File: src/rtl/lpm_divide_pkg.sv
// Shared types and helpers for the sequential restoring divider (lpm_divide_seq).
package lpm_divide_pkg;

   typedef enum logic [1:0] {
      IDLE,
      CALC,
      FIX,
      DONE
   } state_t;

   localparam int MAX_WIDTH = 64;

   function automatic int cntWidth(input int widthN);
      return (widthN > 1) ? $clog2(widthN) : 1;
   endfunction

   // Bit pattern of the most-negative two's complement value of a given width.
   function automatic logic [MAX_WIDTH-1:0] mostNeg(input int width);
      return {{(MAX_WIDTH-1){1'b0}}, 1'b1} << (width - 1);
   endfunction

endpackage

File: src/rtl/lpm_divide_step.sv
// One combinational restoring-division iteration: shift in a numerator bit, trial-subtract.
module lpm_divide_step #(
   parameter int WIDTHD = 4
) (
   input  logic [WIDTHD:0]   i_rem,
   input  logic              i_numBit,
   input  logic [WIDTHD-1:0] i_denom,
   output logic [WIDTHD:0]   o_rem,
   output logic              o_qBit
);

   logic [WIDTHD+1:0] w_shift;
   logic [WIDTHD+1:0] w_trial;

   // The extra top bit of the trial difference acts as its sign.
   always_comb begin
      w_shift = {i_rem, i_numBit};
      w_trial = w_shift - {2'b00, i_denom};
      o_qBit  = ~w_trial[WIDTHD+1];
      o_rem   = o_qBit ? w_trial[WIDTHD:0] : w_shift[WIDTHD:0];
   end

endmodule

File: src/rtl/lpm_divide_seq.sv
// Iterative signed/unsigned restoring divider, one quotient bit per clock.
// Optional macro LPM_DIVIDE_SEQ_REMPOS_EN forces a non-negative remainder.
module lpm_divide_seq
   import lpm_divide_pkg::*;
#(
   parameter int WIDTHN = 8,
   parameter int WIDTHD = 4
) (
   input  logic              i_clock,
   input  logic              i_aclr,
   input  logic              i_valid,
   output logic              o_ready,
   input  logic [WIDTHN-1:0] i_numer,
   input  logic [WIDTHD-1:0] i_denom,
   input  logic              i_signed,
   output logic              o_valid,
   input  logic              i_ready,
   output logic [WIDTHN-1:0] o_quotient,
   output logic [WIDTHD-1:0] o_remain,
   output logic              o_dbz,
   output logic              o_ovf
);

   localparam int CW = cntWidth(WIDTHN);
   localparam logic [WIDTHN-1:0] NUMER_MIN     = WIDTHN'(mostNeg(WIDTHN));
   localparam logic [WIDTHD-1:0] DENOM_NEG_ONE = '1;

   state_t            r_state;
   logic [CW-1:0]     r_count;
   logic [WIDTHD:0]   r_rem;
   logic [WIDTHN-1:0] r_num;
   logic [WIDTHD-1:0] r_denAbs;
   logic [WIDTHD-1:0] r_numLow;
   logic              r_signN;
   logic              r_signD;
   logic              r_ovfCase;
   logic              r_valid;
   logic [WIDTHN-1:0] r_quotient;
   logic [WIDTHD-1:0] r_remain;
   logic              r_dbz;
   logic              r_ovf;

   logic              w_accept;
   logic              w_signN;
   logic              w_signD;
   logic [WIDTHN-1:0] w_numAbs;
   logic [WIDTHD-1:0] w_denAbs;
   logic [WIDTHD:0]   w_stepRem;
   logic              w_stepQ;
   logic              w_remNeg;
   logic [WIDTHN-1:0] w_qFix;
   logic [WIDTHD-1:0] w_rFix;

   assign o_ready    = (r_state == IDLE) || ((r_state == DONE) && i_ready);
   assign w_accept   = i_valid && o_ready;
   assign o_valid    = r_valid;
   assign o_quotient = r_quotient;
   assign o_remain   = r_remain;
   assign o_dbz      = r_dbz;
   assign o_ovf      = r_ovf;

   // Magnitudes use the raw bit pattern, so the most-negative value maps to 2^(W-1).
   always_comb begin
      w_signN  = i_signed && i_numer[WIDTHN-1];
      w_signD  = i_signed && i_denom[WIDTHD-1];
      w_numAbs = w_signN ? -i_numer : i_numer;
      w_denAbs = w_signD ? -i_denom : i_denom;
   end

   lpm_divide_step #(
      .WIDTHD (WIDTHD)
   ) u_step (
      .i_rem    (r_rem),
      .i_numBit (r_num[WIDTHN-1]),
      .i_denom  (r_denAbs),
      .o_rem    (w_stepRem),
      .o_qBit   (w_stepQ)
   );

   // Truncating sign correction: remainder follows the numerator's sign.
   always_comb begin
      w_remNeg = r_signN && (r_rem[WIDTHD-1:0] != '0);
      w_qFix   = (r_signN ^ r_signD) ? -r_num : r_num;
      w_rFix   = w_remNeg ? -r_rem[WIDTHD-1:0] : r_rem[WIDTHD-1:0];
`ifdef LPM_DIVIDE_SEQ_REMPOS_EN
      if (w_remNeg) begin
         w_rFix = w_rFix + r_denAbs;
         w_qFix = r_signD ? (w_qFix + WIDTHN'(1)) : (w_qFix - WIDTHN'(1));
      end
`endif
   end

   always_ff @(posedge i_clock or posedge i_aclr) begin
      if (i_aclr) begin
         r_state    <= IDLE;
         r_count    <= '0;
         r_rem      <= '0;
         r_num      <= '0;
         r_denAbs   <= '0;
         r_numLow   <= '0;
         r_signN    <= 1'b0;
         r_signD    <= 1'b0;
         r_ovfCase  <= 1'b0;
         r_valid    <= 1'b0;
         r_quotient <= '0;
         r_remain   <= '0;
         r_dbz      <= 1'b0;
         r_ovf      <= 1'b0;
      end else begin
         case (r_state)
            CALC: begin
               r_rem <= w_stepRem;
               r_num <= {r_num[WIDTHN-2:0], w_stepQ};
               if (r_count == CW'(WIDTHN - 1)) begin
                  r_state <= FIX;
               end else begin
                  r_count <= r_count + CW'(1);
               end
            end
            FIX: begin
               r_valid <= 1'b1;
               r_state <= DONE;
               if (r_denAbs == '0) begin
                  r_quotient <= '1;
                  r_remain   <= r_numLow;
                  r_dbz      <= 1'b1;
                  r_ovf      <= 1'b0;
               end else begin
                  r_quotient <= w_qFix;
                  r_remain   <= w_rFix;
                  r_dbz      <= 1'b0;
                  r_ovf      <= r_ovfCase;
               end
            end
            DONE: begin
               if (i_ready) begin
                  r_valid <= 1'b0;
                  r_state <= IDLE;
               end
            end
            default: ;
         endcase

         // A new request from IDLE or from a consumed DONE overrides the above.
         if (w_accept) begin
            r_state   <= CALC;
            r_count   <= '0;
            r_rem     <= '0;
            r_num     <= w_numAbs;
            r_denAbs  <= w_denAbs;
            r_numLow  <= i_numer[WIDTHD-1:0];
            r_signN   <= w_signN;
            r_signD   <= w_signD;
            r_ovfCase <= i_signed && (i_numer == NUMER_MIN) && (i_denom == DENOM_NEG_ONE);
         end
      end
   end

endmodule

File: config.mk
export PLATFORM = sky130hd
export DESIGN_NAME = lpm_divide_seq
export DESIGN_NICKNAME = d
export VERILOG_FILES = /design/src/rtl/lpm_divide_pkg.sv /design/src/rtl/lpm_divide_step.sv /design/src/rtl/lpm_divide_seq.sv
export SDC_FILE = /design/constraint.sdc
export NUM_CORES = 1
export LEC_CHECK = 0
export BUFFER_PORTS_ARGS = -buffer_cell sky130_fd_sc_hd__buf_2
export CAP_MARGIN = 20
export CORE_MARGIN = 2
export CORE_UTILIZATION = 32
export DETAILED_ROUTE_END_ITERATION = 8
export PLACE_DENSITY_LB_ADDON = 0.12
export SYNTH_ARGS = -nofsm -noshare
export SYNTH_HDL_FRONTEND = slang
export SYNTH_HIERARCHICAL = 1
export SYNTH_SLANG_ARGS = --single-unit
File: constraint.sdc
create_clock -name i_clock -period 2.4 [get_ports i_clock]
set_input_delay 0.12 -clock i_clock [delete_from_list [all_inputs] [get_ports i_clock]]
set_output_delay 0.12 -clock i_clock [all_outputs]
set_load 0.1 [all_outputs]
==> metrics, run 1 <==
status completed; Hold Vio Cnt, Final 0; CTS tree built; later-pin clock latency in the skew report 0.30 ns; post-synth top area cell dfrtp_1; post-layout min period 2.19 ns; Max Cap Viol 0; top post-synthesis cells by area dfrtp_1, ha_1, mux2i_1, nand2_1, nor2_1; Syn Nets 314; sequential share of the synthesized area 0.425; CORE AREA 7810 sq um; EDFF count, synth 0; Post-Synthesis Cells 280; Clock Pin Slew Worst Setup and Hold Paths 0.08 ns; FILL cells 842; sequential cell area 1100 sq um; Final nets 351; initial antenna violation count 0; CP Capture Type flip-flop; mux cell area share after synthesis 0.0593; Crit Path Category flip-flop to flip-flop; Async SR Flop Fraction 1.00; CTS resizes 0; top-count cell post-synth dfrtp_1; Tot GR Track Use 0.149; Sink Count 44; multi-input combinational cell area 1380 sq um; port bufs 32; root buffer cell clkbuf_8; largest net degree at the start of global routing 45; Inserted Clock Buffers 5; Die Y 94.0 microns; share of layout cells above drive strength 1 0.170; Req. time, crit path 2.56 ns; vias per cell 4.95; final setup TNS 0 ns; Yosys top cell area share 0.425; RSZ-0062 raised after global routing false; full die area 8840 sq um; crit path max fanout 4; Initial DRC Count 104; Worst setup SP type flip-flop; via count 2,077; detailed placement HPWL 4350 microns; Synth Area in Adders 0.0849; Clock Tree Buf Depth 2; final setup vio count 0; Slew Viols, Final 0; top_reg_cell synth dfrtp_1; Min-Delay Path Class primary input to flip-flop; Post-Synth Simple-Gate Area 0.157; FP Rows 32; Area Overhead vs Synth 17.2%; mean post-synth cell area 9.26 sq um; Synth Area in XOR/XNOR 0.0574; actual slew at the worst max-slew pin 0.860 ns; # DRC 0; most common library cells after synthesis dfrtp_1, nand2_1, nor2_1, inv_1; first-pass GRT wire length 10,200 microns; H-tree level count 2; Unique masters post-synth 40; Max Clock Skew 0.00570 ns; Antenna diodes 0; Post-Place Setup Slack 0.189 ns; ANT nets after route 0; period utilization 0.914; CP arrival 2.35 ns; Synth Area in Compound Gates 0.171; gr ovfl total 0; Setup WS post-layout 0.206 ns; Post-Synthesis Cell Area 2590 sq um; Initial DRT Pass Iterations 4; largest family of logic cells by synthesized area compound AO/OA/AOI/OAI gates; worst rel slew slack 0.426; Seq cells post-synth 44; DRT Wirelength 5880 microns; Initial Util 0.332; vias in the first global route 2,012; die width 94.0 microns; per-cell routed wire length 14.0 microns; fmax 456 MHz; IO Pins 33; gpl congestion 0.803; Ys Warns 6
## registers in the layout, summed over array words and instances, names as in the netlist
signal      flops
r_ovfCase       1
o_dbz           1
r_denAbs        4
r_rem           5
o_ovf           1
r_state         2
o_valid         1
o_remain        4
r_signN         1
r_numLow        4
o_quotient      8
r_count         3
r_num           8
r_signD         1
## placed cells by master (no fill, tap or decap), types with 3 or more instances in the layout
cell and count:
dfrtp_1 44, buf_4 9, buf_2 32, a21oi_1 16, nand2b_1 3, a31oi_1 6
o22a_1 5, mux2i_1 12, nor4_1 3, o21ai_0 11, nor3_1 6, xnor2_1 9
a211oi_1 10, nand3_1 4, clkbuf_8 7, nor2_1 25, mux2_2 3, xor2_1 8
nor2b_1 9, o21bai_1 3, o21ai_1 3, inv_1 18, nand2_1 30, or4_1 3
ha_1 16
## metrics by stage
step | cell area (sq um) | hold slack [ns] | utilization | instances
after floorplan | 2590 | 0.225 | - | 280
after global placement | 2900 | 0.305 | 0.371 | 410
after detailed placement | 2900 | 0.303 | 0.371 | 410
after CTS | 3030 | 0.0857 | 0.388 | 419
after global routing | 3040 | 0.104 | 0.389 | 420
final | 3040 | 0.0752 | 0.389 | 420
## what timing repair did
action	CTS	global route
endpoints found under the hold margin	44	0
hold buffers	1	0
buffers inserted	0	1
endpoints found under the setup margin	0	2
## layout make-up
| type | count | area share |
|---|---|---|
| Clock inverter | 1 | 0.00988 |
| Sequential cell | 44 | 0.362 |
| Clock buffer | 7 | 0.0317 |
| Multi-Input combinational cell | 205 | 0.452 |
| Timing Repair Buffer | 42 | 0.0782 |
| Tap cell | 102 | 0.0420 |
| Inverter | 19 | 0.0235 |
## routing by layer
layer / GRT usage / part of all wire / vias up
met5: 0 / 0 / -
met4: 0.0399 / 0.012 / 0
met3: 0.0305 / 0.041 / 5
met2: 0.214 / 0.42 / 45
met1: 0.225 / 0.53 / 972
li1: - / - / 1055
## path summary, 6_finish.rpt
kind,start,to,slack [ns],cells past startpoint
setup / recovery,r_denAbs[1],r_rem[2],0.21,9
hold / removal,i_denom[3],r_denAbs[3],0.08,3
setup reg to reg,r_denAbs[1],r_rem[2],0.21,9
hold reg to reg,o_remain[2],o_remain[2],0.48,1
max in group asynchronous,i_aclr,r_denAbs[1],1.51,4
min in group asynchronous,i_aclr,r_rem[3],0.50,4
## cell families after synthesis
group / after synthesis
multiplexers: 15
XOR/XNOR: 17
flip-flops: 44
buffers and inverters: 31
AND/OR/NAND/NOR: 88
AO/OA/AOI/OAI: 68
adder cells (fa/ha/maj): 17
## worst max-delay path, cell delays in order (launching register included)
cell and delay, ns:
dfrtp_1 0.39, inv_1 0.09, ha_1 0.28, nor2b_1 0.14
o21a_1 0.21, o21ai_1 0.17, a22o_1 0.24, mux2_2 0.35
mux2i_1 0.13, nor2_1 0.05
Power of run 1 is left out: the tool's default activity adds up to more than one toggle a clock period on the data nets, which glitch-free logic cannot reach.
==> inputs of run 2 (changes only) <==
--- a/config.mk
+++ b/config.mk
@@ -8,7 +8,7 @@
 export BUFFER_PORTS_ARGS = -buffer_cell sky130_fd_sc_hd__buf_2
 export CAP_MARGIN = 20
 export CORE_MARGIN = 2
-export CORE_UTILIZATION = 32
+export CORE_UTILIZATION = 50
 export DETAILED_ROUTE_END_ITERATION = 8
 export PLACE_DENSITY_LB_ADDON = 0.12
 export SYNTH_ARGS = -nofsm -noshare
==> run 2 against run 1 <==
First-iteration DRC count decreased by 1.9%. Non-clock buffer count stayed put. Critical endpoint unchanged. Critical path depth stayed put. Wire length fell by 7.8%. Largest cell class unchanged. Final cell count shrank 7.6%. Fmax up 0.40%. Cell area decreased by 2.4%. Utilization increased by 20 points. Clock-buffer cell count decreased by 2. Clock skew grew 0.0023 ns. Die area shrank 35%. Via count shrank 0.53%.
==> metrics, run 2 (synthesis gave the netlist of run 1 again) <==
per-cell routed wire length 14.0 microns; FILL cells 464; CP arrival 2.34 ns; post-layout min period 2.19 ns; later-pin clock latency in the skew report 0.30 ns; final setup TNS 0 ns; vias per cell 5.32; worst-path cell chain inv_1, ha_1, nor2b_1, o21a_1, o21ai_1, a22o_2, mux2_2, mux2i_1, nor2_1; H-tree level count 2; Sink Count 44; ANT nets after route 0; Tot GR Track Use 0.210; final setup vio count 0; DRT Wirelength 5430 microns; gr busiest metal met2; die width 76.0 microns; Area Overhead vs Synth 14.4%; share of layout cells above drive strength 1 0.173; status completed; vias in the first global route 2,027; port bufs 32; crit path max fanout 4; initial antenna violation count 0; met3 usage 0.0427; RSZ-0062 raised after global routing false; Post-Place Setup Slack 0.171 ns; Die Y 76.0 microns; Slew Viols, Final 0; WP buf/inv 1; FP Rows 26; Hold Vio Cnt, Final 0; Max Cap Viol 0; worst rel slew slack 0.420; largest net degree at the start of global routing 25; detailed placement HPWL 4110 microns; Antenna diodes 0; met1 Use GR 0.285; met2 usage 0.335; CP delay by family, top compound AO/OA/AOI/OAI gates; period utilization 0.910; IO Pins 33; via count 2,066; Setup WS post-layout 0.215 ns; commonest cells after routing, fill and taps aside dfrtp_1, buf_2, nand2_1, nor2_1, inv_1; Initial DRT Pass Iterations 4; Initial DRC Count 102; first-pass GRT wire length 9750 microns; full die area 5780 sq um; leading cell type in the layout, fill and taps excluded dfrtp_1; Crit-path slowest cell dfrtp_1; Max Clock Skew 0.00799 ns; fmax 458 MHz; Clock Pin Slew Worst Setup and Hold Paths 0.09 ns; Req. time, crit path 2.56 ns; Final nets 351; Clock Tree Buf Depth 2; # DRC 0; Initial Util 0.514; CORE AREA 5040 sq um; root buffer cell clkbuf_8; CTS tree built; Min-Delay Path Class primary input to flip-flop; gpl congestion 0.868; actual slew at the worst max-slew pin 0.871 ns; Worst setup SP type flip-flop; Crit Path Category flip-flop to flip-flop; CP Capture Type flip-flop; Inserted Clock Buffers 5; gr ovfl total 0; CP peak stage delay 0.38 ns
==> run 2: what timing repair did <==
item,CTS,global route
buffers inserted,0,0
endpoints found under the hold margin,22,0
hold buffers,1,0
setup endpoints to repair,0,2
resized for setup,0,1
==> run 2: worst reg2reg max path, stage by stage, from the launching register on <==
cell and delay [ns]:
dfrtp_1 0.38, inv_1 0.09, ha_1 0.29, nor2b_1 0.14
o21a_1 0.21, o21ai_1 0.17, a22o_2 0.22, mux2_2 0.34
mux2i_1 0.15, nor2_1 0.05
==> run 2: metrics by stage <==
stage          std cells  hold slack [ns]  utilization  instance area (sq um)
3_5_place_dp         379            0.223        0.568                   2860
6_report             388           0.0741        0.588                   2970
5_1_grt              388           0.0932        0.588                   2970
3_3_place_gp         379            0.221        0.568                   2860
4_1_cts              388           0.0703        0.588                   2970
2_1_floorplan        280            0.225            -                   2590
==> run 2: worst paths after layout <==
check / depth (start not counted) / slack, ns / endpoint / startpoint
max: 9 / 0.21 / r_rem[2] / r_denAbs[1]
min: 3 / 0.07 / r_denAbs[3] / i_denom[3]
max reg2reg: 9 / 0.21 / r_rem[2] / r_denAbs[1]
min reg2reg: 1 / 0.48 / o_remain[2] / o_remain[2]
max in group asynchronous: 4 / 1.38 / r_rem[0] / i_aclr
min in group asynchronous: 3 / 0.42 / o_remain[0] / i_aclr
==> run 2: final cells by class <==
class	count	area, sq um	share of cell area
Multi-Input combinational cell	205	1380	0.464
Sequential cell	44	1100	0.371
Timing Repair Buffer	42	238	0.0801
Tap cell	70	87.6	0.0295
Inverter	19	71.3	0.0240
Clock buffer	5	68.8	0.0232
Clock inverter	3	23.8	0.00801
==> run 2: layer usage <==
layer	wire (microns)	up-vias
li1	-	1055
met1	2650	956
met2	2410	44
met3	229	11
met4	131	0
met5	0	-
Power of run 2 is left out for the same reason.
==> inputs of run 3 (changes only) <==
==> constraint.sdc (replaced) <==
create_clock -name i_clock -period 2.45 [get_ports i_clock]
set_input_delay 0.1225 -clock i_clock [delete_from_list [all_inputs] [get_ports i_clock]]
set_output_delay 0.1225 -clock i_clock [all_outputs]
set_load 0.1 [all_outputs]
==> run 3 against run 2 <==
Register-to-register slack gained 0.03 ns. First-iteration DRC count rose by 2.0%. Fmax is 0.86% lower. Clock-buffer cell count up 1. Critical path depth unchanged. Non-clock buffer count shrank 2. Via count up 0.39%. Critical endpoint unchanged.
==> metrics, run 3 (synthesis gave the netlist of run 1 again) <==
status completed; CORE AREA 5040 sq um; commonest cells after routing, fill and taps aside dfrtp_1, buf_2, nand2_1, nor2_1, inv_1; Initial Util 0.514; share of layout cells above drive strength 1 0.161; H-tree level count 2; period utilization 0.900; final setup TNS 0 ns; fmax 454 MHz; Die Y 76.0 microns; full die area 5780 sq um; Slew Viols, Final 0; per-cell routed wire length 14.1 microns; Initial DRC Count 104; # DRC 0; crit path max fanout 4; Routed met3 length 187 microns; vias in the first global route 2,019; Area Overhead vs Synth 14.3%; Crit Path Category flip-flop to flip-flop; largest net degree at the start of global routing 45; r2r setup slk 0.25 ns; CP peak stage delay 0.38 ns; met2 WL 2530 microns; Inserted Clock Buffers 5; worst-path cell chain inv_1, ha_1, nor2b_1, o21a_1, o21ai_1, a22o_1, mux2_2, mux2i_1, nor2_1; CTS tree built; detailed placement HPWL 4010 microns; CP arrival 2.35 ns; Max Cap Viol 0; CP Capture Type flip-flop; IO Pins 33; Setup Buffers After CTS 0; Post-Place Setup Slack 0.268 ns; CP delay by family, top compound AO/OA/AOI/OAI gates; wl on met1 2690 microns; leading cell type in the layout, fill and taps excluded dfrtp_1; Setup WS post-layout 0.246 ns; Tot GR Track Use 0.207; post-layout min period 2.20 ns; Req. time, crit path 2.60 ns; Clock Pin Slew Worst Setup and Hold Paths 0.08 ns; later-pin clock latency in the skew report 0.30 ns; WP buf/inv 1; gpl congestion 0.816; vias per cell 5.37; Worst setup SP type flip-flop; ANT nets after route 0; Max Clock Skew 0.00676 ns; worst rel slew slack 0.376; FP Rows 26; final setup vio count 0; Crit-path slowest cell dfrtp_1; initial antenna violation count 0; root buffer cell clkbuf_8; Clock Tree Buf Depth 2; CTS resizes 0; first-pass GRT wire length 9720 microns; Min-Delay Path Class primary input to flip-flop; gr ovfl total 0; actual slew at the worst max-slew pin 0.936 ns; max layer used met4; port bufs 32; RSZ-0062 raised after global routing false; Sink Count 44; Final nets 349; Antenna diodes 0; Initial DRT Pass Iterations 4; die width 76.0 microns; FILL cells 442; Hold Vio Cnt, Final 0; via count 2,074; DRT Wirelength 5460 microns
-- run 3: worst paths after layout --
| kind | start | depth (start not counted) | to |
|---|---|---|---|
| max | r_denAbs[1] | 9 | r_rem[2] |
| min | i_denom[3] | 3 | r_denAbs[3] |
| max reg2reg | r_denAbs[1] | 9 | r_rem[2] |
| min reg2reg | o_valid | 2 | o_valid |
| max in group asynchronous | i_aclr | 4 | r_rem[1] |
| min in group asynchronous | i_aclr | 4 | o_remain[2] |
-- run 3: worst min-delay path: stages --
cell	delay, ns
buf_2	0.09
nand3_1	0.07
nand2_1	0.06
-- run 3: layout make-up --
type                       count  area, sq um  area share
clock inverter                 2         35.0      0.0118
timing repair buffer          40          223      0.0751
tap                           70         87.6      0.0295
clock buffer                   6         72.6      0.0245
sequential                    44         1100       0.371
multi-input combinational    205         1380       0.464
inverter                      19         71.3      0.0241
-- run 3: per-stage QoR --
stage	instances	utilization	instance area, sq um	hold WS [ns]
after floorplan	280	-	2590	0.228
after global placement	377	0.565	2850	0.287
after detailed placement	377	0.565	2850	0.298
after CTS	386	0.588	2970	0.0810
after global routing	386	0.588	2970	0.105
final	386	0.588	2970	0.0797
-- run 3: per-layer routing --
layer / vias up / GRT usage
li1: 1051 / -
met1: 977 / 0.285
met2: 42 / 0.340
met3: 4 / 0.0391
met4: 0 / 0.0527
met5: - / 0
-- run 3: timing repair --
action	4_1_cts	5_1_grt
endpoints found under the setup margin	0	0
hold buffers	1	0
hold endpoints to repair	44	0
Power of run 3 is left out for the same reason.
